File: src/rtl/wam_pkg.sv
// rtl/wam_pkg.sv - shared game-state encoding and constants for the game timer logic
// Contents:
//   STATE_W        width of the game state code
//   state_e        ST_IDLE=0 ST_RUN=1 ST_PAUSE=2 ST_OVER=3
//   START_SECONDS  value the countdown counter reloads to on timer_reload
//   sat_max()      all-ones value of a w-bit saturating counter
package wam_pkg;

    localparam int STATE_W       = 2;
    localparam int START_SECONDS = 20;

    typedef enum logic [STATE_W-1:0] {
        ST_IDLE  = 2'd0,
        ST_RUN   = 2'd1,
        ST_PAUSE = 2'd2,
        ST_OVER  = 2'd3
    } state_e;

    function automatic int sat_max(input int w);
        return (1 << w) - 1;
    endfunction

endpackage

File: src/rtl/timer_event_gen_hit_edge_filter.sv
// rtl/timer_event_gen_hit_edge_filter.sv - hit input conditioning and rising-edge pulse generation
// Build option: HIT_DEBOUNCE_EN adds a 2-flop synchronizer and a DEBOUNCE_CYC stability filter.
// Ports:
//   clk       in   system clock
//   reset     in   synchronous, active-high reset
//   hit       in   raw hit level from the hit detector
//   hit_rise  out  one-cycle pulse per accepted rising edge of hit
module hit_edge_filter #(
    parameter int DEBOUNCE_CYC = 16
) (
    input  logic clk,
    input  logic reset,
    input  logic hit,
    output logic hit_rise
);

    if (DEBOUNCE_CYC < 1) begin : g_bad_debounce
        $error("hit_edge_filter: DEBOUNCE_CYC must be at least 1");
    end

`ifdef HIT_DEBOUNCE_EN
    localparam int CW = $clog2(DEBOUNCE_CYC + 1);

    logic          sync1;
    logic          sync2;
    logic          deb;
    logic          deb_d;
    logic [CW-1:0] stable_cnt;

    // The debounced level only follows the synchronized input after it has
    // disagreed with it for DEBOUNCE_CYC consecutive cycles; any return to
    // agreement restarts the count, so short glitches never reach deb.
    always_ff @(posedge clk) begin
        if (reset) begin
            sync1      <= 1'b0;
            sync2      <= 1'b0;
            deb        <= 1'b0;
            deb_d      <= 1'b0;
            stable_cnt <= '0;
        end else begin
            sync1 <= hit;
            sync2 <= sync1;
            deb_d <= deb;
            if (sync2 == deb) begin
                stable_cnt <= '0;
            end else if (stable_cnt == CW'(DEBOUNCE_CYC - 1)) begin
                deb        <= sync2;
                stable_cnt <= '0;
            end else begin
                stable_cnt <= stable_cnt + 1'b1;
            end
        end
    end

    assign hit_rise = deb & ~deb_d;
`else
    logic hit_hist;

    always_ff @(posedge clk) begin
        if (reset) begin
            hit_hist <= 1'b0;
        end else begin
            hit_hist <= hit;
        end
    end

    assign hit_rise = hit & ~hit_hist;
`endif

endmodule

File: src/rtl/timer_event_gen.sv
// rtl/timer_event_gen.sv - game run-state FSM and increment/decrement/reload strobe generator
// Build option: HIT_DEBOUNCE_EN (passed to hit_edge_filter) debounces the hit input.
// Ports:
//   clk           in   system clock
//   reset         in   synchronous, active-high reset
//   start         in   level; starts a game from IDLE or OVER
//   pause         in   level; freezes the game while high in RUN/PAUSE
//   hit           in   level; each rising edge is one bonus second
//   count_zero    in   countdown counter reads 0
//   timer_reload  out  one-cycle strobe, same cycle as the accepted start
//   increment     out  one-cycle strobe, registered
//   decrement     out  one-cycle strobe, registered, priority over increment
//   state         out  IDLE=0 RUN=1 PAUSE=2 OVER=3
module timer_event_gen
    import wam_pkg::*;
#(
    parameter int TICK_DIV     = 100_000_000,
    parameter int PEND_W       = 4,
    parameter int DEBOUNCE_CYC = 16
) (
    input  logic               clk,
    input  logic               reset,
    input  logic               start,
    input  logic               pause,
    input  logic               hit,
    input  logic               count_zero,
    output logic               timer_reload,
    output logic               increment,
    output logic               decrement,
    output logic [STATE_W-1:0] state
);

    localparam int PRE_W = (TICK_DIV > 2) ? $clog2(TICK_DIV) : 1;
    localparam logic [PRE_W-1:0]  PRE_LAST = PRE_W'(TICK_DIV - 1);
    localparam logic [PEND_W-1:0] PEND_MAX = PEND_W'(sat_max(PEND_W));

    // A tick and a still-pending decrement may never coincide.
    if (TICK_DIV < 2) begin : g_bad_tick_div
        $error("timer_event_gen: TICK_DIV must be at least 2");
    end
    if (PEND_W < 1) begin : g_bad_pend_w
        $error("timer_event_gen: PEND_W must be at least 1");
    end

    state_e            state_q;
    state_e            state_n;
    logic [PRE_W-1:0]  presc_q;
    logic [PRE_W-1:0]  presc_n;
    logic [PEND_W-1:0] pend_inc_q;
    logic [PEND_W-1:0] pend_inc_n;
    logic              pend_dec_q;
    logic              pend_dec_n;
    logic              reload;
    logic              reload_d;
    logic              run_active;
    logic              tick;
    logic              issue_dec;
    logic              issue_inc;
    logic              hit_rise;
    logic              hit_count;
    logic              clear_all;
    logic              inc_q;
    logic              dec_q;

    hit_edge_filter #(
        .DEBOUNCE_CYC(DEBOUNCE_CYC)
    ) u_hit_edge_filter (
        .clk     (clk),
        .reset   (reset),
        .hit     (hit),
        .hit_rise(hit_rise)
    );

    always_comb begin
        state_n = state_q;
        reload  = 1'b0;
        case (state_q)
            ST_IDLE: begin
                if (start) begin
                    state_n = ST_RUN;
                    reload  = 1'b1;
                end
            end
            ST_RUN: begin
                // The counter still shows the old value for a cycle after a
                // reload, so count_zero is ignored right after it.
                if (count_zero && !reload_d) begin
                    state_n = ST_OVER;
                end else if (pause) begin
                    state_n = ST_PAUSE;
                end
            end
            ST_PAUSE: begin
                if (!pause) begin
                    state_n = ST_RUN;
                end
            end
            ST_OVER: begin
                if (start) begin
                    state_n = ST_RUN;
                    reload  = 1'b1;
                end
            end
            default: begin
                state_n = ST_IDLE;
            end
        endcase
    end

    // Time only advances and strobes only leave on cycles that stay in RUN;
    // a cycle that is about to pause or end the game is already frozen, which
    // is also what drops pending increments when the game ends.
    always_comb begin
        run_active = (state_q == ST_RUN) && (state_n == ST_RUN);
        tick       = run_active && (presc_q == PRE_LAST);
        issue_dec  = run_active && pend_dec_q;
        issue_inc  = run_active && !pend_dec_q && (pend_inc_q != '0);
        hit_count  = hit_rise && ((state_q == ST_RUN) || (state_q == ST_PAUSE));
        clear_all  = reload || (state_n == ST_IDLE) || (state_n == ST_OVER);
    end

    always_comb begin
        presc_n    = presc_q;
        pend_dec_n = pend_dec_q;
        pend_inc_n = pend_inc_q;
        if (clear_all) begin
            presc_n    = '0;
            pend_dec_n = 1'b0;
            pend_inc_n = '0;
        end else begin
            if (tick) begin
                presc_n = '0;
            end else if (run_active) begin
                presc_n = presc_q + 1'b1;
            end

            if (tick) begin
                pend_dec_n = 1'b1;
            end else if (issue_dec) begin
                pend_dec_n = 1'b0;
            end

            // A new hit and an issued increment in the same cycle cancel out.
            if (hit_count && !issue_inc) begin
                if (pend_inc_q != PEND_MAX) begin
                    pend_inc_n = pend_inc_q + 1'b1;
                end
            end else if (!hit_count && issue_inc) begin
                pend_inc_n = pend_inc_q - 1'b1;
            end
        end
    end

    always_ff @(posedge clk) begin
        if (reset) begin
            state_q    <= ST_IDLE;
            presc_q    <= '0;
            pend_inc_q <= '0;
            pend_dec_q <= 1'b0;
            reload_d   <= 1'b0;
            inc_q      <= 1'b0;
            dec_q      <= 1'b0;
        end else begin
            state_q    <= state_n;
            presc_q    <= presc_n;
            pend_inc_q <= pend_inc_n;
            pend_dec_q <= pend_dec_n;
            reload_d   <= reload;
            inc_q      <= issue_inc;
            dec_q      <= issue_dec;
        end
    end

    assign timer_reload = reload && !reset;
    assign increment    = inc_q;
    assign decrement    = dec_q;
    assign state        = state_q;

endmodule

File: config.mk
export PLATFORM = sky130hd
export DESIGN_NAME = timer_event_gen
export DESIGN_NICKNAME = d
export VERILOG_FILES = /design/src/rtl/wam_pkg.sv /design/src/rtl/timer_event_gen_hit_edge_filter.sv /design/src/rtl/timer_event_gen.sv
export SDC_FILE = /design/constraint.sdc
export NUM_CORES = 1
export LEC_CHECK = 0
export ABC_CLOCK_PERIOD_IN_PS = 4200
export BUFFER_PORTS_ARGS = -buffer_cell sky130_fd_sc_hd__buf_4
export CORE_UTILIZATION = 40
export CTS_CLUSTER_DIAMETER = 80
export DETAILED_ROUTE_END_ITERATION = 8
export SYNTH_ARGS = -nofsm -noshare
export SYNTH_HDL_FRONTEND = slang
export SYNTH_SLANG_ARGS = --single-unit
File: constraint.sdc
create_clock -name clk -period 4.2 [get_ports clk]
set_input_delay 0.63 -clock clk [delete_from_list [all_inputs] [get_ports clk]]
set_output_delay 0.63 -clock clk [all_outputs]
set_load 0.05 [all_outputs]
Word-level counts from Yosys, hierarchy flattened
Cells that the tools add are included.

Add/sub/neg operators: 3. Multiply operators: 0. Div/mod/pow operators: 0. $lt $le $gt $ge: 0. Equality and inequality tests: 8. Shift operators: 0. Muxes and demuxes: 12. Bitwise logic cells: 2. Reductions and logical operators: 27.

Operator list (count): $add A27 B1 Y27 const B (1); $eq A27 B27 Y1 const B (1); $mux W4 (3); $logic_and A1 B1 Y1 (10); $mux W2 (4); $eq A2 B2 Y1 const B (3); $pmux W2 S3 (1); $logic_not A1 Y1 (5); $add A4 B1 Y4 const B (1); $eq A2 B1 Y1 const B (2); $logic_not A2 Y1 (2); $mux W1 (4); $ne A4 B4 Y1 const B (1); $reduce_bool A2 Y1 (2); $reduce_bool A4 Y1 (1); $reduce_or A2 Y1 (2); $sub A4 B1 Y4 const B (1); $logic_or A1 B1 Y1 (3); $reduce_or A3 Y1 (1); $ne A2 B1 Y1 const B (1); $reduce_and A2 Y1 (1); $and A1 B1 Y1 (1); $not A1 Y1 (1).

Bits in registers: 38. Bits in latches: 0. Bits in writable memories: 0. Bits in read-only memories: 0. Input bits: 6. Output and inout bits: 5. Word-level logic and storage cells: 60. Memories: 0.

Logic depth before layout (Yosys ltp)
Gate-level depths: netlist of the first run.

Depth in word-level cells: 12. Depth in mapped cells: 12. Gate-level depth less buffers: 12.

Cells and area by module
Synthesis of the first run repeated with hierarchy kept, for this count alone.

Cell total of the unflattened synthesis: 236. Area, all modules: 2073.2 µm².

Modules (own cells, without submodules): timer_event_gen (instances 1, cells each 233, area an instance 2025.7 µm², seq. area each 740.7 µm²); hit_edge_filter (instances 1, cells each 3, area an instance 47.5 µm², seq. area each 20.0 µm²).

Least setup slack after synthesis of the first run
No wires, ideal clock.

Kind: register -> register. From: register state_q[0], in the netlist state[0]. To: register pend_inc_q[3]. Setup time: 72 ps. Arrival time: 3005 ps. Data required time: 4128 ps. Setup slack: 1124 ps. Cell stages (with the launch flop): 13. Period minus slack after synthesis: 3076 ps. Cells stage by stage: dfxtp_1 > inv_1 > ha_1 > nor2b_4 > a211o_1 > a21boi_0 > nand2_1 > nand2_1 > ha_1 > a21o_1 > a21oi_1 > mux2i_1 > mux2i_1.

Longest elaborated chain between the ends: 11.

RTL lines: from (decl) (RTL line timer_event_gen.sv:45) `state_e state_q;`; from (signal assigned) (RTL line timer_event_gen.sv:164) `state_q <= state_n;`; $eq A2 B2 Y1, or another cell as far along (RTL line timer_event_gen.sv:77) `case (state_q)`; $reduce_or A2 Y1 (no source line) or $mux W2 (tied branches); $pmux W2 S3 (RTL line timer_event_gen.sv:77); $eq A2 B1 Y1 (RTL line timer_event_gen.sv:114) `run_active = (state_q == ST_RUN) && (state_n == ST_RUN);`; $logic_and A1 B1 Y1 (RTL line timer_event_gen.sv:114); $logic_and A1 B1 Y1 (2 in a row) (RTL line timer_event_gen.sv:117) `issue_inc = run_active && !pend_dec_q && (pend_inc_q != '0);`; $logic_not A1 Y1 (RTL line timer_event_gen.sv:144) `if (hit_count && !issue_inc) begin`; $logic_and A1 B1 Y1 (RTL line timer_event_gen.sv:144); $ne A2 B1 Y1 (no source line) or $reduce_bool A2 Y1 (tied branches); $reduce_and A2 Y1 (no source line); to (signal assigned) (RTL line timer_event_gen.sv:166) `pend_inc_q <= pend_inc_n;`; to (decl) (RTL line timer_event_gen.sv:49) `logic [PEND_W-1:0] pend_inc_q;`.

Parallel ways exist; a longest one is shown, timed or not. A chain may end at the register's enable or synchronous reset.

Worst setup path after layout of the first run
From: register state_q[0], in the netlist state[0]. To: register presc_q[24].

Longest elaborated chain between the ends: 7.

RTL lines: $eq A2 B2 Y1, or another cell as far along (RTL line timer_event_gen.sv:77); $reduce_or A2 Y1 (no source line) or $mux W2 (tied branches); $pmux W2 S3 (RTL line timer_event_gen.sv:77); $eq A2 B1 Y1 or $logic_not A2 Y1 (tied branches) (RTL line timer_event_gen.sv:114, timer_event_gen.sv:119); $logic_and A1 B1 Y1 or $logic_or A1 B1 Y1 (tied branches) (RTL line timer_event_gen.sv:114, timer_event_gen.sv:119); $logic_and A1 B1 Y1 or $logic_or A1 B1 Y1 (tied branches) (RTL line timer_event_gen.sv:115, timer_event_gen.sv:119); $reduce_or A3 Y1 (no source line); to (signal assigned) (RTL line timer_event_gen.sv:165) `presc_q <= presc_n;`; to (decl) (RTL line timer_event_gen.sv:47) `logic [PRE_W-1:0] presc_q;`.

Parallel ways exist; a longest one is shown, timed or not.

==> implementation parameters, run 1 <==
Parameter                              Value

Cells and area
  Footprint of the flip-flops and latches ... approximately 760 um2
  Synthesis-to-layout area growth ... 9.22%
  Final cell utilization of the core ... 46.8%
  Area of the multi-input gates ... 1260 um2
  Design area ... 2270 um2
  Top library cells by usage in the layout, fill and taps aside ... dfxtp_1 (38), nor2_1 (30), nand2_1 (21), nor3_1 (17), xnor2_1 (17)
  Count of nets after finishing ... 273
  Fraction of layout instances using a drive strength above 1 ... about 8.1%
  Antenna Diode Count ... 0
  Non-filler instance count after layout ... 327
  Number of inserted filler cells in the final layout ... 489
  Most common library cell in the layout ignoring fill and taps ... dfxtp_1

STA
  Final count of hold timing violations ... 0
  Final Max Tran Viols ... 0
  Total negative slack for setup checks ... 0 ns
  RSZ-0062 raised after global routing ... false
  Achievable frequency ... 322 MHz
  Hold Slack ... 0.474 ns
  Worst-case clock skew ... 0.0107 ns
  Worst-margin pin slew ... 0.801 ns
  Slew HR ... 46.4%
  Final setup violation count ... 0
  Fin crit period ... 3.10 ns
  Share of the clock period used by the worst path ... 73.9%

Global routing
  Via count of the first global-routing pass ... 1609
  Antenna violations before repair ... 0
  Wire length of the first global-routing pass ... 7270 um
  Largest net degree at the start of global routing ... 23
  Global route total overflow ... 0
  Global-route usage over all layers ... 17.1%

Place
  Placer Congestion ... 0.766
  # placed instances ... 320
  Port Buffers ... 10
  Estimated wirelength of the detail-placed design ... 3020 um
  Post-Place Cell Area ... 2190 um2

CTS
  Number of buffers inserted during clock tree synthesis ... 5
  Buffer count from post-CTS setup fixing ... 0
  Clock tree from TritonCTS ... yes
  Clock edge transition at the registers on the reported setup and hold paths ... 0.07 ns
  CTS Root Buffer Type ... clkbuf_8
  Clk_lat worst skew ... a little under 0.3 ns
  Number of gates resized after CTS ... 0
  Number of buffers inserted for hold repair after clock tree synthesis ... 0
  Buffer depth of the longest clock path ... 2
  Number of H-tree levels ... 2
  CTS Sinks ... 38

Yosys
  Flip-flop and latch count after synthesis ... 38
  Most area-consuming cells after synthesis ... dfxtp_1 (37%), xnor2_1 (7.2%), nor2_1 (5.4%)
  Fraction of synthesized cell area taken by the top area cell type ... 36.6%
  Most area-hungry cell type in the Yosys netlist ... dfxtp_1
  Number of flops mapped to enable cells by yosys ... 0
  Nets in the synthesized netlist ... 266
  Top flip-flop cell by instance count after synthesis ... dfxtp_1
  Mapped Cells ... 253
  Cell area after technology mapping ... 2080 um2
  Distinct cells, synth ... 40
  Sequential area share after synthesis ... 36.6%
  FFs w/ async S/R, synth ... 0%
  Syn avg cell area ... 8.20 um2
  Total of warnings raised by yosys ... 0

Die
  Y dimension of the die ... 74.0 um
  Cell row count ... 25
  Initial cell density of the core ... 42.8%
  Area of the die ... 5480 um2
  Horizontal extent of the die ... 74.0 um
  Placeable core area ... 4850 um2
  Number of top-level pins ... 11

Drt
  DRT antenna net count ... 0
  Via total after detailed routing ... 1770
  DRT Pass-1 Iters ... 4
  Drt via density ... 5.41
  Routed wire per std cell ... 12.8 um
  Drc violations ... 0
  Detailed-route wire length ... about 4200 um
  Iteration-0 DRC Markers ... 66

Worst setup path
  Critical Path Start Type ... flip-flop
  Capturing instance or port of the critical path ... presc_q[24]
  RR Startpoint ... state[0]
  Reg2reg end ... presc_q[24]
  Number of cells traversed by the worst register-to-register path ... 8
  FF-to-FF setup slack ... 1.10 ns
  Req. time, crit path ... around 4.4 ns
  WS Path Type ... flip-flop to flip-flop
  Start point of the critical path ... state[0]
  Critical path arrival ... 3.30 ns
  Worst Setup End Kind ... flip-flop
  Critical path fanouts, max ... 19

Hold path
  Startpoint of the worst hold path ... presc_q[24]
  Worst min-delay path class ... flip-flop to flip-flop

Pwr
  Portion of total power attributed to the clock network ... 25.4%
  Internal Power ... between 500 and 600 uW
  Combinational group share of total power ... 32.7%
  Net switching power ... about 340 uW
  Net switching fraction of the power ... 36.8%
  Fraction of power consumed by sequential logic ... between 40% and 50%
  P per Cell Area ... around 400 nW/um2
  Largest voltage drop on the vdd net ... 212 uV
  Static Leakage ... 0.704 nW

Flow run
  Maximum capacitance violations ... 0

Outcome
  Result of the run ... complete, no violations
power by group through the flow:
stage | Clock (mW) | Sequential [mW] | Combinational (mW)
floorplan | 0 | 0.409 | 0.225
global placement | 0 | 0.394 | 0.301
detailed placement | 0 | 0.394 | 0.304
CTS | 0.243 | 0.386 | 0.305
global route | 0.254 | 0.388 | 0.334
finish | 0.234 | 0.386 | 0.301
worst min path at each step:
| stage | endpoint | slack (ns) | cells past startpoint |
|---|---|---|---|
| final | presc_q[24] | 0.47 | 2 |
| after global routing | pend_dec_q | 0.49 | 2 |
| after CTS | presc_q[24] | 0.48 | 2 |
| after detailed placement | presc_q[24] | 0.47 | 2 |
| after global placement | presc_q[24] | 0.46 | 2 |
| after floorplan | decrement | 0.43 | 2 |
registers in the layout, summed over array words and instances (netlist names):
| register | flops |
|---|---|
| decrement | 1 |
| u_hit_edge_filter.hit_hist | 1 |
| presc_q | 27 |
| reload_d | 1 |
| increment | 1 |
| pend_dec_q | 1 |
| pend_inc_q | 4 |
| state | 2 |
routing by layer:
layer / global-route usage, % / up-vias / routed length [um]
met3: 3.79 / 5 / 89
met1: 22.9 / 811 / 2140
li1: - / 929 / -
met2: 26.8 / 25 / 1910
met5: 0 / - / 0
met4: 6.62 / 0 / 41
synth_stat cells (2+ instances only):
library cell,instances
nand3_1,11
and4_1,2
nand4_1,8
o21ai_0,11
xnor2_1,17
or3_1,5
nor3_1,17
or3b_2,2
a21o_1,3
inv_1,4
buf_2,4
nor4b_1,5
nand2b_1,5
ha_1,6
nor2_1,30
o211ai_1,3
nor3b_1,3
a21oi_1,16
or4_1,5
dfxtp_1,38
nand2_1,21
clkbuf_1,5
o31ai_1,3
a21boi_0,2
and3_1,6
a211o_1,2
nor4_1,5
mux2i_1,2
cell families (layout without fill, tap and decap cells):
group	count (synthesis)	after routing	share of synthesized area (%)
AOI/OAI and AO/OA	45	45	14.0
buffers and inverters	14	21	2.83
DFF	38	38	36.6
adders and majority gates	7	7	4.58
muxes	2	2	0.964
and+or+nand+nor	129	129	33.4
xor gates and xnor gates	18	18	7.59
cell type report:
class | count | area share (%)
Multi-Input combinational cell | 201 | 55.4
Sequential cell | 38 | 33.6
Tap cell | 67 | 3.70
Clock buffer | 7 | 3.37
Timing Repair Buffer | 10 | 3.31
Inverter | 4 | 0.662
stage by stage:
step	setup slack [ns]	total power [mW]
6_report	1.10	0.921
4_1_cts	1.07	0.934
5_1_grt	0.726	0.975
3_5_place_dp	1.09	0.698
3_3_place_gp	1.20	0.695
2_1_floorplan	1.12	0.634
worst max-delay path: stages, from the launching register on:
cell and delay, ns:
dfxtp_1 0.44, inv_1 0.07, ha_1 0.35, o21a_1 0.16
a211o_1 0.14, nand3_1 0.28, nand4bb_1 0.75, or4_1 0.68
a21oi_1 0.15
Power figures use the tool's default switching activity.
==> run 2: changes to the inputs <==
- ABC_AREA: unset -> 1
- ABC_CLOCK_PERIOD_IN_PS: 4200 -> 3200
- clock period: 4.2 -> 3.2 ns (I/O delays scaled with it)
==> implementation parameters, run 2 <==
Parameter                              Value

Outcome
  Result of the run ... complete, no violations

Pwr
  Fraction of power consumed by sequential logic ... 37.1%
  Static Leakage ... 0.968 nW
  Largest voltage drop on the vdd net ... roughly 410 uV
  Portion of total power attributed to the clock network ... 23.6%
  Net switching power ... 588 uW
  P per Cell Area ... 560 nW/um2
  Net switching fraction of the power ... around two fifths
  Total power consumption of the routed design ... 1.42 mW
  Combinational group share of total power ... 39.4%
  Internal Power ... 830 uW

STA
  Total negative slack for setup checks ... 0 ns
  Share of the clock period used by the worst path ... 85.2%
  Worst-margin pin slew ... 0.379 ns
  Final count of hold timing violations ... 0
  RSZ-0062 raised after global routing ... false
  Slew HR ... 74.5%
  Fin crit period ... 2.73 ns
  Achievable frequency ... 367 MHz
  Final Max Tran Viols ... 0
  Worst-case clock skew ... 0.00724 ns
  Final setup violation count ... 0

Worst setup path
  Number of cells traversed by the worst register-to-register path ... 18
  Worst-path cell chain ... inv_1 -> ha_1 -> nand3_1 -> nand2_1 -> nand2_1 -> nand2_1 -> nor2_4 -> nand3_1 -> nand2_1 -> ha_1 -> nand2_1 -> nand2_1 -> a31oi_1 -> nand3_1 -> nand2_1 -> nor2_1 -> nor2_1 -> nor2_1
  Critical path fanouts, max ... 7
  CP max-delay cell ... dfxtp_1
  Worst Setup End Kind ... flip-flop
  WS Path Type ... flip-flop to flip-flop
  FF-to-FF setup slack ... between 0.4 and 0.5 ns
  Slowest cell delay on critical path ... 0.43 ns
  Cell repeated most along the worst path ... nand2_1
  Req. time, crit path ... 3.38 ns
  Critical Path Start Type ... flip-flop
  Critical path arrival ... 2.90 ns

CTS
  Number of gates resized after CTS ... 0
  Number of H-tree levels ... 2
  Number of buffers inserted for hold repair after clock tree synthesis ... 0
  Clock tree from TritonCTS ... yes
  Clk_lat worst skew ... 0.28 ns
  Buffer depth of the longest clock path ... 2
  Clock edge transition at the registers on the reported setup and hold paths ... 0.07 ns
  Buffer count from post-CTS setup fixing ... 0
  CTS Root Buffer Type ... clkbuf_8
  CTS Sinks ... 38
  Number of buffers inserted during clock tree synthesis ... 5

Drt
  DRT antenna net count ... 0
  Iteration-0 DRC Markers ... 89
  DRT Pass-1 Iters ... 4
  Total length of routed met2 wires ... approximately 2100 um
  Met3 WL ... ~150 um
  Drt via density ... 4.89
  Top routing layer used ... met4
  Routed wire per std cell ... 11.4 um
  Met1 layer wirelength in the final routing ... 2510 um
  Detailed-route wire length ... approximately 4800 um
  Drc violations ... 0
  Via total after detailed routing ... 2062

Cells and area
  Number of flip-flops under the largest register name ... 27
  Synthesis-to-layout area growth ... 9.64%
  Top library cells by usage in the layout, fill and taps aside ... nand2_1 (93), nor2_1 (45), inv_1 (42), dfxtp_1 (38), xor2_1 (14)
  Count of nets after finishing ... 362
  Most common library cell in the layout ignoring fill and taps ... nand2_1
  Number of inserted filler cells in the final layout ... 604
  Top reg by flops ... presc_q
  Antenna Diode Count ... 0
  Fraction of layout instances using a drive strength above 1 ... 11.4%

Yosys
  Mapped Cells ... 336
  Cell area after technology mapping ... approximately 2300 um2
  FFs w/ async S/R, synth ... 0%
  Number of flops mapped to enable cells by yosys ... 0
  Syn avg cell area ... 6.88 um2
  Most area-consuming cells after synthesis ... dfxtp_1 (33%), nand2_1 (15%), nor2_1 (7.3%)
  Most area-hungry cell type in the Yosys netlist ... dfxtp_1
  Top flip-flop cell by instance count after synthesis ... dfxtp_1
  Flip-flop and latch count after synthesis ... 38
  Total of warnings raised by yosys ... 0
  Top cell types by occurrence after synthesis ... nand2_1 (93), nor2_1 (45), inv_1 (42), dfxtp_1 (38), xor2_1 (14)
  Nets in the synthesized netlist ... between 300 and 400
  Fraction of synthesized cell area taken by the top area cell type ... approximately 33%
  Sequential area share after synthesis ... 32.9%
  Distinct cells, synth ... 30
  Most used standard cell by instance count after synthesis ... nand2_1

Global routing
  Largest net degree at the start of global routing ... 28
  Global-route usage over all layers ... 17.3%
  Antenna violations before repair ... 0
  Wire length of the first global-routing pass ... roughly 8400 um
  Via count of the first global-routing pass ... 1941
  Global route total overflow ... 0

Die
  Number of top-level pins ... 11
  Placeable core area ... 5540 um2
  Area of the die ... 6090 um2
  Cell row count ... 27
  Horizontal extent of the die ... 78.0 um
  Y dimension of the die ... 78.0 um
  Initial cell density of the core ... between 40% and 50%

Place
  Estimated wirelength of the detail-placed design ... 3580 um
  Port Buffers ... 10
  Placer Congestion ... 0.944

Flow run
  Maximum capacitance violations ... 0

Hold path
  Worst min-delay path class ... input port to flip-flop
  Cell depth of the worst hold path ... 2
run 2: cell types whose count changed after synthesis, moves of 6 or more:
cell     change
nand2_1     +72
inv_1       +38
nor2_1      +15
xor2_1      +13
a21oi_2     +10
xnor2_1      -9
o21ai_0      -7
and3_1       -6
nor3_1       -6
run 2: layer usage:
| metal | global-route usage (%) | vias up |
|---|---|---|
| met5 | 0 | - |
| met1 | 23.7 | 932 |
| met3 | 3.84 | 7 |
| met2 | 26.3 | 32 |
| met4 | 6.85 | 0 |
| li1 | - | 1091 |
run 2: cell type report:
| cell class | instances | area [um2] | share of cell area [%] |
|---|---|---|---|
| timing repair buffer | 12 | 90.1 | 3.56 |
| tap | 72 | 90.1 | 3.56 |
| clock buffer | 7 | 86.3 | 3.41 |
| clock inverter | 1 | 5.00 | 0.198 |
| inverter | 43 | 161 | 6.37 |
| multi-input combinational | 249 | 1340 | 52.9 |
| sequential | 38 | 761 | 30.0 |
run 2: worst max-delay path: cells and delay by family (launching register included):
kind                       cells  cell delay [ns]
adders and majority gates      2             0.64
and+or+nand+nor               14             1.31
DFF                            1             0.43
AOI/OAI and AO/OA              1             0.17
buffers and inverters          1             0.07
run 2: kinds of logic (layout without fill, tap and decap cells):
family | Yosys count | count (layout) | synth area share [%]
simple gates | 190 | 190 | 36.8
buf+inv | 49 | 63 | 9.10
flops | 38 | 38 | 32.9
compound gates | 30 | 30 | 8.77
xor+xnor | 22 | 22 | 8.34
fa+ha+maj | 7 | 7 | 4.11
run 2: final timing paths:
path	from	to
hold / removal	reset	state[1]
setup reg to reg	state[0]	pend_inc_q[3]
setup / recovery	state[0]	pend_inc_q[3]
hold reg to reg	pend_dec_q	decrement
run 2: power by group through the flow:
| stage | combinational, mW | sequential [mW] | clock [mW] |
|---|---|---|---|
| 2_1_floorplan | 0.441 | 0.568 | 0 |
| 3_3_place_gp | 0.559 | 0.536 | 0 |
| 3_5_place_dp | 0.561 | 0.537 | 0 |
| 4_1_cts | 0.564 | 0.526 | 0.349 |
| 5_1_grt | 0.623 | 0.531 | 0.372 |
| 6_report | 0.558 | 0.526 | 0.334 |
run 2: per-stage QoR:
stage	utilization (%)	hold WS, ns	setup WS [ns]	cell area [um2]	instances
floorplan	-	0.435	0.329	2310	336
global placement	44.1	0.462	0.559	2440	414
detailed placement	44.1	0.455	0.493	2440	414
CTS	45.7	0.394	0.469	2530	422
global route	45.7	0.393	0.201	2530	422
finish	45.7	0.408	0.474	2530	422
